==> config.mk <==
export PLATFORM = sky130hd
export DESIGN_NAME = line_fill_ctrl
export DESIGN_NICKNAME = d
export VERILOG_FILES = /design/src/rtl/line_fill_pkg.sv /design/src/rtl/line_fill_ctrl.sv
export SDC_FILE = /design/constraint.sdc
export NUM_CORES = 1
export LEC_CHECK = 0
export CAP_MARGIN = 0
export CORE_ASPECT_RATIO = 1.25
export CORE_MARGIN = 4
export CORE_UTILIZATION = 37
export DETAILED_ROUTE_END_ITERATION = 8
export GPL_ROUTABILITY_DRIVEN = 0
export PLACE_DENSITY = 0.77
export SLEW_MARGIN = 0
export SYNTH_ARGS = -nofsm -noshare
export SYNTH_HDL_FRONTEND = slang
export SYNTH_SLANG_ARGS = --single-unit
==> constraint.sdc <==
create_clock -name Clk -period 1.7 [get_ports Clk]
set_clock_uncertainty 0.2 [all_clocks]
set_input_delay 0.17 -clock Clk [delete_from_list [all_inputs] [get_ports Clk]]
set_output_delay 0.17 -clock Clk [all_outputs]
set_load 0.02 [all_outputs]
==> src/rtl/line_fill_pkg.sv <==
// rtl/line_fill_pkg.sv - shared types and constants for the line fill controller
package line_fill_pkg;

  localparam int WORD_BYTES       = 4;
  localparam int LINE_WORDS       = 4;
  localparam int LINE_OFFSET_BITS = 4;

  typedef enum logic [2:0] {
    IDLE,
    REQ,
    WAIT,
    DRAIN,
    DONE
  } state_t;

endpackage

==> src/rtl/line_fill_ctrl.sv <==
// rtl/line_fill_ctrl.sv - fetches one aligned cache line word by word and feeds the line shift register
module line_fill_ctrl
  import line_fill_pkg::*;
#(
  parameter int LINE_WORDS = line_fill_pkg::LINE_WORDS,
  parameter int ADDR_W     = 32
) (
  input  logic              Clk,
  input  logic              Reset,
  input  logic              fill_req,
  input  logic [ADDR_W-1:0] fill_addr,
  output logic              fill_busy,
  output logic              fill_done,
  output logic              mem_req,
  output logic [ADDR_W-1:0] mem_addr,
  input  logic              mem_gnt,
  input  logic              mem_rvalid,
  input  logic [31:0]       mem_rdata,
  output logic              shift_in,
  output logic [31:0]       word_out
);

  localparam logic [ADDR_W-1:0] LINE_MASK = ADDR_W'((1 << LINE_OFFSET_BITS) - 1);
  localparam logic [1:0]        LAST_BEAT = 2'(LINE_WORDS - 1);

  state_t            state_q, state_d;
  logic [1:0]        beat_q, beat_d;
  logic [ADDR_W-1:0] base_q, base_d;
  logic              beat_complete;
  logic              shift_q;
  logic [31:0]       word_q;

  // State, beat counter and line base register
  always_ff @(posedge Clk) begin
    if (!Reset) begin
      state_q <= IDLE;
      beat_q  <= '0;
      base_q  <= '0;
    end else begin
      state_q <= state_d;
      beat_q  <= beat_d;
      base_q  <= base_d;
    end
  end

  // Next-state logic; a grant with same-cycle rvalid completes the beat without visiting WAIT
  always_comb begin
    state_d       = state_q;
    beat_d        = beat_q;
    base_d        = base_q;
    beat_complete = 1'b0;
    unique case (state_q)
      IDLE: begin
        if (fill_req) begin
          base_d  = fill_addr & ~LINE_MASK;
          beat_d  = '0;
          state_d = REQ;
        end
      end
      REQ: begin
        if (mem_gnt && mem_rvalid) begin
          beat_complete = 1'b1;
          if (beat_q == LAST_BEAT) begin
            state_d = DRAIN;
          end else begin
            beat_d = beat_q + 2'd1;
          end
        end else if (mem_gnt) begin
          state_d = WAIT;
        end
      end
      WAIT: begin
        if (mem_rvalid) begin
          beat_complete = 1'b1;
          if (beat_q == LAST_BEAT) begin
            state_d = DRAIN;
          end else begin
            beat_d  = beat_q + 2'd1;
            state_d = REQ;
          end
        end
      end
      DRAIN:   state_d = DONE;
      DONE:    state_d = IDLE;
      default: state_d = IDLE;
    endcase
  end

  // Registered shift strobe and data; word_out keeps the last captured word between pulses
  always_ff @(posedge Clk) begin
    if (!Reset) begin
      shift_q <= 1'b0;
      word_q  <= '0;
    end else begin
      shift_q <= beat_complete;
      if (beat_complete) begin
        word_q <= mem_rdata;
      end
    end
  end

  assign fill_busy = (state_q != IDLE);
  assign fill_done = (state_q == DONE);
  assign mem_req   = (state_q == REQ);
  assign mem_addr  = (state_q == REQ) ? base_q + ADDR_W'(beat_q) * ADDR_W'(WORD_BYTES) : '0;
  assign shift_in  = shift_q;
  assign word_out  = word_q;

endmodule

==> impl_metrics.py, run 1 <==
metrics = {
    "status": {
        "outcome": "finished, violations left",
        "failed_checks": "negative setup slack",
    },
    "worst_setup_path": {
        "r2r_cells": 7,
        "cp_max_fo": 8,
        "cp.required_ps": 1330,
        "path_class": "reg -> out",
        "crit_path_end_kind": "output port",
        "start_kind": "register",
        "cp.arrival_ps": 1440,
    },
    "synthesis": {
        "synth_mux_area_share_pct": 12.00,
        "synth_area_mm2": 0.002835,
        "yosys.area_share.simple_pct": 26.88,
        "synth_cell_types": 27,
        "yosys.area.top_type": "dfxtp_1",
        "synthXorXnorAreaFrac_pct": 0,
        "netlist_top_cells_area": "dfxtp_1 (47%), mux2i_1 (12%), nand2_1 (7.9%)",
        "synthArstFlopShare_pct": 0,
        "yosysWarnings": 0,
        "synth_fa_ha_area_share_pct": 0.4413,
        "ys_seq_area_share_pct": 46.60,
        "synth_compound_area_share_pct": 9.179,
        "synth_top_flop_cell": "dfxtp_1",
        "synth_top_family_by_area": "simple AND/OR/NAND/NOR gates",
        "synth_top_area_share_pct": 46.60,
        "avgSynthCellArea_um2": 9.388,
        "ys_ff_latch": 66,
        "syn_inst": 302,
        "synth_edf_count": 0,
    },
    "worst_hold_path": {
        "min_path_type": "in -> reg",
        "whs_path_depth": 3,
    },
    "timing": {
        "fmax_mhz": 553.5,
        "rsz0062_at_grt": "yes",
        "worst_slack_ps": -106.8,
        "finalCriticalPeriod_ps": 1807,
        "period_share_pct": 106.3,
        "hold_violations": 0,
        "setup_violations": 39,
        "hold_slack_ps": 177.4,
        "finalMaxSlewViolations": 0,
    },
    "detailed_routing": {
        "wl_met1_um": 3226,
        "wl_met3_um": 867,
        "first_pass_iters": 4,
        "drtAntennaViolNets": 0,
        "drt_iter0_drc": 60,
        "drt-total-wl_um": 8565,
        "vias": 2569,
        "drc": 0,
        "met2_wirelength_um": 4345,
        "highest_layer": "met4",
        "wl_per_cell_um": 15.66,
        "viasPerCell": 4.697,
    },
    "clocking": {
        "root_buffer": "clkbuf_8",
        "path_clk_slew_ps": 70,
        "numCtsBuffers": 9,
        "clk-insertion-delay-late_ps": 330,
        "numClockSinks": 66,
        "htreeDepth": 3,
        "cts.path.max_buffers": 2,
        "tritoncts": "built",
    },
    "finish": {
        "area_growth_pct": 75.55,
        "final_cell_area_mm2": 0.004977,
        "antenna_cells": 0,
        "fin_nets": 520,
        "fill_cells": 594,
        "final_common_cell": "clkdlybuf4s50_1",
        "layout_common_cells": "clkdlybuf4s50_1 (77), dfxtp_1 (63), nand2_1 (60), nor2b_1 (33), buf_6 (33)",
        "regArea_mm2": 0.001325,
        "drive_above_1_share_pct": 27.03,
        "multi_input_area_mm2": 0.001509,
    },
    "power": {
        "ir_worst_vdd_v": 0.0005378,
        "power_mw": 3.939,
        "leakage_nw": 2.279,
        "powerDensity_mw_per_mm2": 791.4,
    },
    "floorplan": {
        "placementRows": 35,
        "die_area_mm2": 0.009136,
        "fp.coreArea_mm2": 0.007401,
        "die_h_um": 105.9,
        "start_util_pct": 38.31,
        "die_width_um": 86.30,
        "ios": 137,
    },
    "run": {
        "drv_cap": 0,
    },
    "global_routing": {
        "grt_start_max_net_pins": 33,
        "grt_pass1_wl_um": 12010,
        "grt.total_usage_pct": 16.51,
        "grt.overflow.total": 0,
        "grt_pass1_vias": 2513,
        "grt_antenna_before_repair": 0,
    },
    "placement": {
        "io_buffer_count": 130,
        "hpwl_um": 5068,
        "placed_cell_area_mm2": 0.004269,
    },
}
-- critical path, stage by stage (launching register included) --
cell and delay [ps]:
dfxtp_2 330, nor3b_4 190, buf_6 180, clkbuf_16 160
and2_4 140, buf_6 110
-- metrics by stage --
stage | worst slack [ps] | utilization, % | TNS, ps | cells
global placement | -181.6 | 57.68 | -10020 | 518
floorplan | 80.37 | - | 0 | 303
global route | -187.4 | 67.25 | -7951 | 547
CTS | -126.6 | 62.28 | -4242 | 538
detailed placement | -219.2 | 57.68 | -11510 | 518
finish | -106.8 | 67.25 | -2648 | 547
-- Yosys cell counts (2+ instances only) --
cell	count
nand2_1	60
nor2_1	3
clkbuf_1	12
nor2b_1	33
mux2i_1	34
buf_6	3
dfxtp_1	66
a21oi_1	3
and2_1	32
nand2b_1	5
buf_4	7
a21boi_1	28
nand3b_1	2
-- registers in the layout, summed over array words and instances (netlist names) --
signal and count:
state_q 3, shift_in 1, beat_q 2, word_out 32, base_q 28
-- repair_timing --
item	in CTS	in global routing
pin swaps	2	33
hold endpoints to repair	2	0
setup buffers	1	1
hold buffers	1	0
endpoints found under the setup margin	47	111
gates cloned	2	8
gates resized for setup	205	58
-- power by group --
| group | internal, mW | switching [mW] |
|---|---|---|
| clock | 0.862 | 0.588 |
| combinational | 0.480 | 0.345 |
| sequential | 1.62 | 0.0401 |
| total | 2.96 | 0.974 |
-- final cells by class --
class,count,area share (%)
Clock buffer,11,2.841
Sequential cell,66,26.62
Timing Repair Buffer,158,36.27
Tap cell,92,2.313
Clock inverter,5,1.559
Multi-Input combinational cell,214,30.32
Inverter,1,0.07541
-- logic make-up (layout without fill, tap and decap cells) --
group,after synthesis,in the layout
fa+ha+maj,1,1
other cells,1,2
mux,34,34
flops,66,66
compound gates,34,34
buf+inv,23,175
simple gates,143,143
-- path summary, 6_finish.rpt --
| check | from | to | slack (ps) |
|---|---|---|---|
| worst max-delay path | state_q[2] | mem_addr[16] | -110 |
| worst min-delay path | fill_addr[26] | base_q[26] | 180 |
| worst max register to register | state_q[1] | word_out[16] | -60 |
| worst min register to register | base_q[27] | base_q[27] | 260 |
-- per-layer routing --
layer / track usage (%) / vias up
met5: 0 / -
li1: - / 1266
met3: 7.897 / 15
met4: 5.345 / 0
met1: 18.45 / 1183
met2: 27.40 / 105
Note: power is estimated with default switching activity, not from simulation.
==> run 2: changes to the inputs <==
--- a/config.mk
+++ b/config.mk
@@ -10,7 +10,7 @@
 export CORE_MARGIN = 4
-export CORE_UTILIZATION = 37
+export CORE_UTILIZATION = 56
 export DETAILED_ROUTE_END_ITERATION = 8
+export DONT_BUFFER_PORTS = 1
 export GPL_ROUTABILITY_DRIVEN = 0
-export PLACE_DENSITY = 0.77
-export SLEW_MARGIN = 0
+export PLACE_DENSITY = 0.74
 export SYNTH_ARGS = -nofsm -noshare
==> constraint.sdc (replaced) <==
create_clock -name Clk -period 1.7 [get_ports Clk]
set_clock_uncertainty 0.2 [all_clocks]
set_input_delay 0.255 -clock Clk [delete_from_list [all_inputs] [get_ports Clk]]
set_output_delay 0.255 -clock Clk [all_outputs]
set_load 0.02 [all_outputs]
==> run 2 against run 1 <==
Against the previous run: the run still ends with negative setup slack left; wire length up 14%; clock power decreased by 7%; highest routed layer unchanged; critical path depth decreased by 1; utilization grew 23 points; first-iteration DRC count grew 150%; sequential share of layout area up 3.9 points.
==> impl_metrics.py, run 2 (synthesis gave the netlist of run 1 again) <==
metrics = {
    "placement": {
        "io_buffer_count": 0,
        "placed_cell_area_mm2": 0.002917,
        "hpwl_um": 3817,
        "dp_worst_setup_slack_ps": 1.367,
    },
    "worst_setup_path": {
        "cp_slowest_cell": "dfxtp_4",
        "crit_buf_inv": 2,
        "crit_path_end_kind": "output port",
        "r2r-start": "state_q[0]",
        "cp_max_fo": 8,
        "path_class": "reg -> out",
        "r2r_cells": 7,
        "cp.arrival_ps": 1360,
        "regToRegEndpoint": "base_q[9]",
        "cp.required_ps": 1240,
        "cp_top_family": "simple AND/OR/NAND/NOR gates",
        "start_kind": "register",
        "slowest_delay_ps": 350,
        "crit_top_cell": "buf_6",
        "crit_chain": "nor3b_4 -> buf_6 -> buf_6 -> and2_4",
        "r2r_slack_ps": -100,
    },
    "clocking": {
        "path_clk_slew_ps": 70,
        "htreeDepth": 3,
        "tritoncts": "built",
        "cts.path.max_buffers": 2,
        "numCtsBuffers": 9,
        "numClockSinks": 66,
        "root_buffer": "clkbuf_8",
        "clk-insertion-delay-late_ps": 340,
    },
    "floorplan": {
        "placementRows": 28,
        "die_width_um": 71.64,
        "die_h_um": 87.56,
        "fp.coreArea_mm2": 0.004835,
        "ios": 137,
        "start_util_pct": 58.64,
        "die_area_mm2": 0.006272,
    },
    "global_routing": {
        "grt_antenna_before_repair": 0,
        "grt_pass1_wl_um": 11720,
        "grt.overflow.total": 0,
        "grt_pass1_vias": 2372,
        "grt.total_usage_pct": 24.15,
        "grt_start_max_net_pins": 67,
    },
    "timing": {
        "totalNegativeSetupSlack_ps": -3645,
        "period_share_pct": 106.6,
        "setup_violations": 55,
        "fmax_mhz": 551.7,
        "finalCriticalPeriod_ps": 1813,
        "rsz0062_at_grt": "yes",
        "finalMaxSlewViolations": 0,
        "worst_slack_ps": -112.6,
        "hold_violations": 0,
    },
    "detailed_routing": {
        "first_pass_iters": 4,
        "drt-total-wl_um": 9763,
        "viasPerCell": 5.605,
        "wl_per_cell_um": 21.55,
        "drc": 0,
        "vias": 2539,
        "drt_iter0_drc": 147,
        "drtAntennaViolNets": 0,
    },
    "power": {
        "powerDensity_mw_per_mm2": 869.1,
        "power_mw": 3.796,
        "ir_worst_vdd_v": 0.0006770,
        "leakage_nw": 1.727,
    },
    "finish": {
        "area_growth_pct": 54.06,
        "antenna_cells": 0,
        "drive_above_1_share_pct": 32.57,
        "final_cell_area_mm2": 0.004368,
        "layout_common_cells": "dfxtp_1 (63), dlygate4sd3_1 (63), nand2_1 (46), nor2b_1 (33), and2_4 (31)",
        "fin_nets": 458,
        "largest_register_ffs": 32,
    },
    "worst_hold_path": {
        "hold_start": "mem_gnt",
        "min_path_type": "in -> reg",
        "whs_path_depth": 4,
        "hold_end": "state_q[0]",
    },
    "run": {
        "drv_cap": 0,
    },
    "status": {
        "failed_checks": "negative setup slack",
        "outcome": "finished, violations left",
    },
}
run 2: what timing repair did:
item,CTS,global route
hold buffers,64,0
endpoints found under the hold margin,65,0
buffers inserted,4,6
cloned,3,7
pin swaps,23,33
resized for setup,80,55
endpoints found under the setup margin,35,85
run 2: final cells by class:
cell class	instances	area, µm²
Inverter	1	3.754
Clock buffer	11	141.4
Sequential cell	66	1333
Clock inverter	5	53.80
Multi-Input combinational cell	214	1692
Tap cell	60	75.07
Fill cell	202	466.7
Timing Repair Buffer	96	1070
run 2: layer usage:
| layer | track usage (%) | routed length, µm | up-vias |
|---|---|---|---|
| met4 | 9.744 | 363 | 0 |
| met2 | 43.81 | 5199 | 162 |
| met3 | 7.577 | 871 | 32 |
| met1 | 25.86 | 3329 | 1196 |
| li1 | - | - | 1149 |
| met5 | 0 | 0 | - |
run 2: worst register-to-register path, cell delays in order (launching register included):
cell and delay [ps]:
dfxtp_4 350, buf_6 120, buf_6 120, nor3_4 220, and2_4 260, clkbuf_16 190
nand2_1 70, a21boi_1 190
run 2: per-stage QoR:
stage / cells / hold slack [ps] / util (%)
after CTS: 440 / 4.408 / 81.52
final: 453 / 3.815 / 90.35
after detailed placement: 353 / 189.2 / 60.33
after floorplan: 303 / 189.8 / -
after global routing: 453 / 28.63 / 90.35
after global placement: 353 / 185.1 / 60.33
run 2: worst max path at each step:
stage / depth (start not counted) / startpoint / to
floorplan: 4 / state_q[0] / mem_addr[21]
detailed placement: 5 / beat_q[0] / beat_q[0]
finish: 4 / state_q[2] / mem_addr[11]
global placement: 3 / state_q[0] / mem_addr[9]
CTS: 4 / state_q[2] / mem_addr[12]
global route: 7 / state_q[0] / base_q[9]
run 2: power by group:
group | switching (mW) | internal, mW
Sequential | 0.0866 | 1.62
Combinational | 0.347 | 0.396
Clock | 0.633 | 0.713
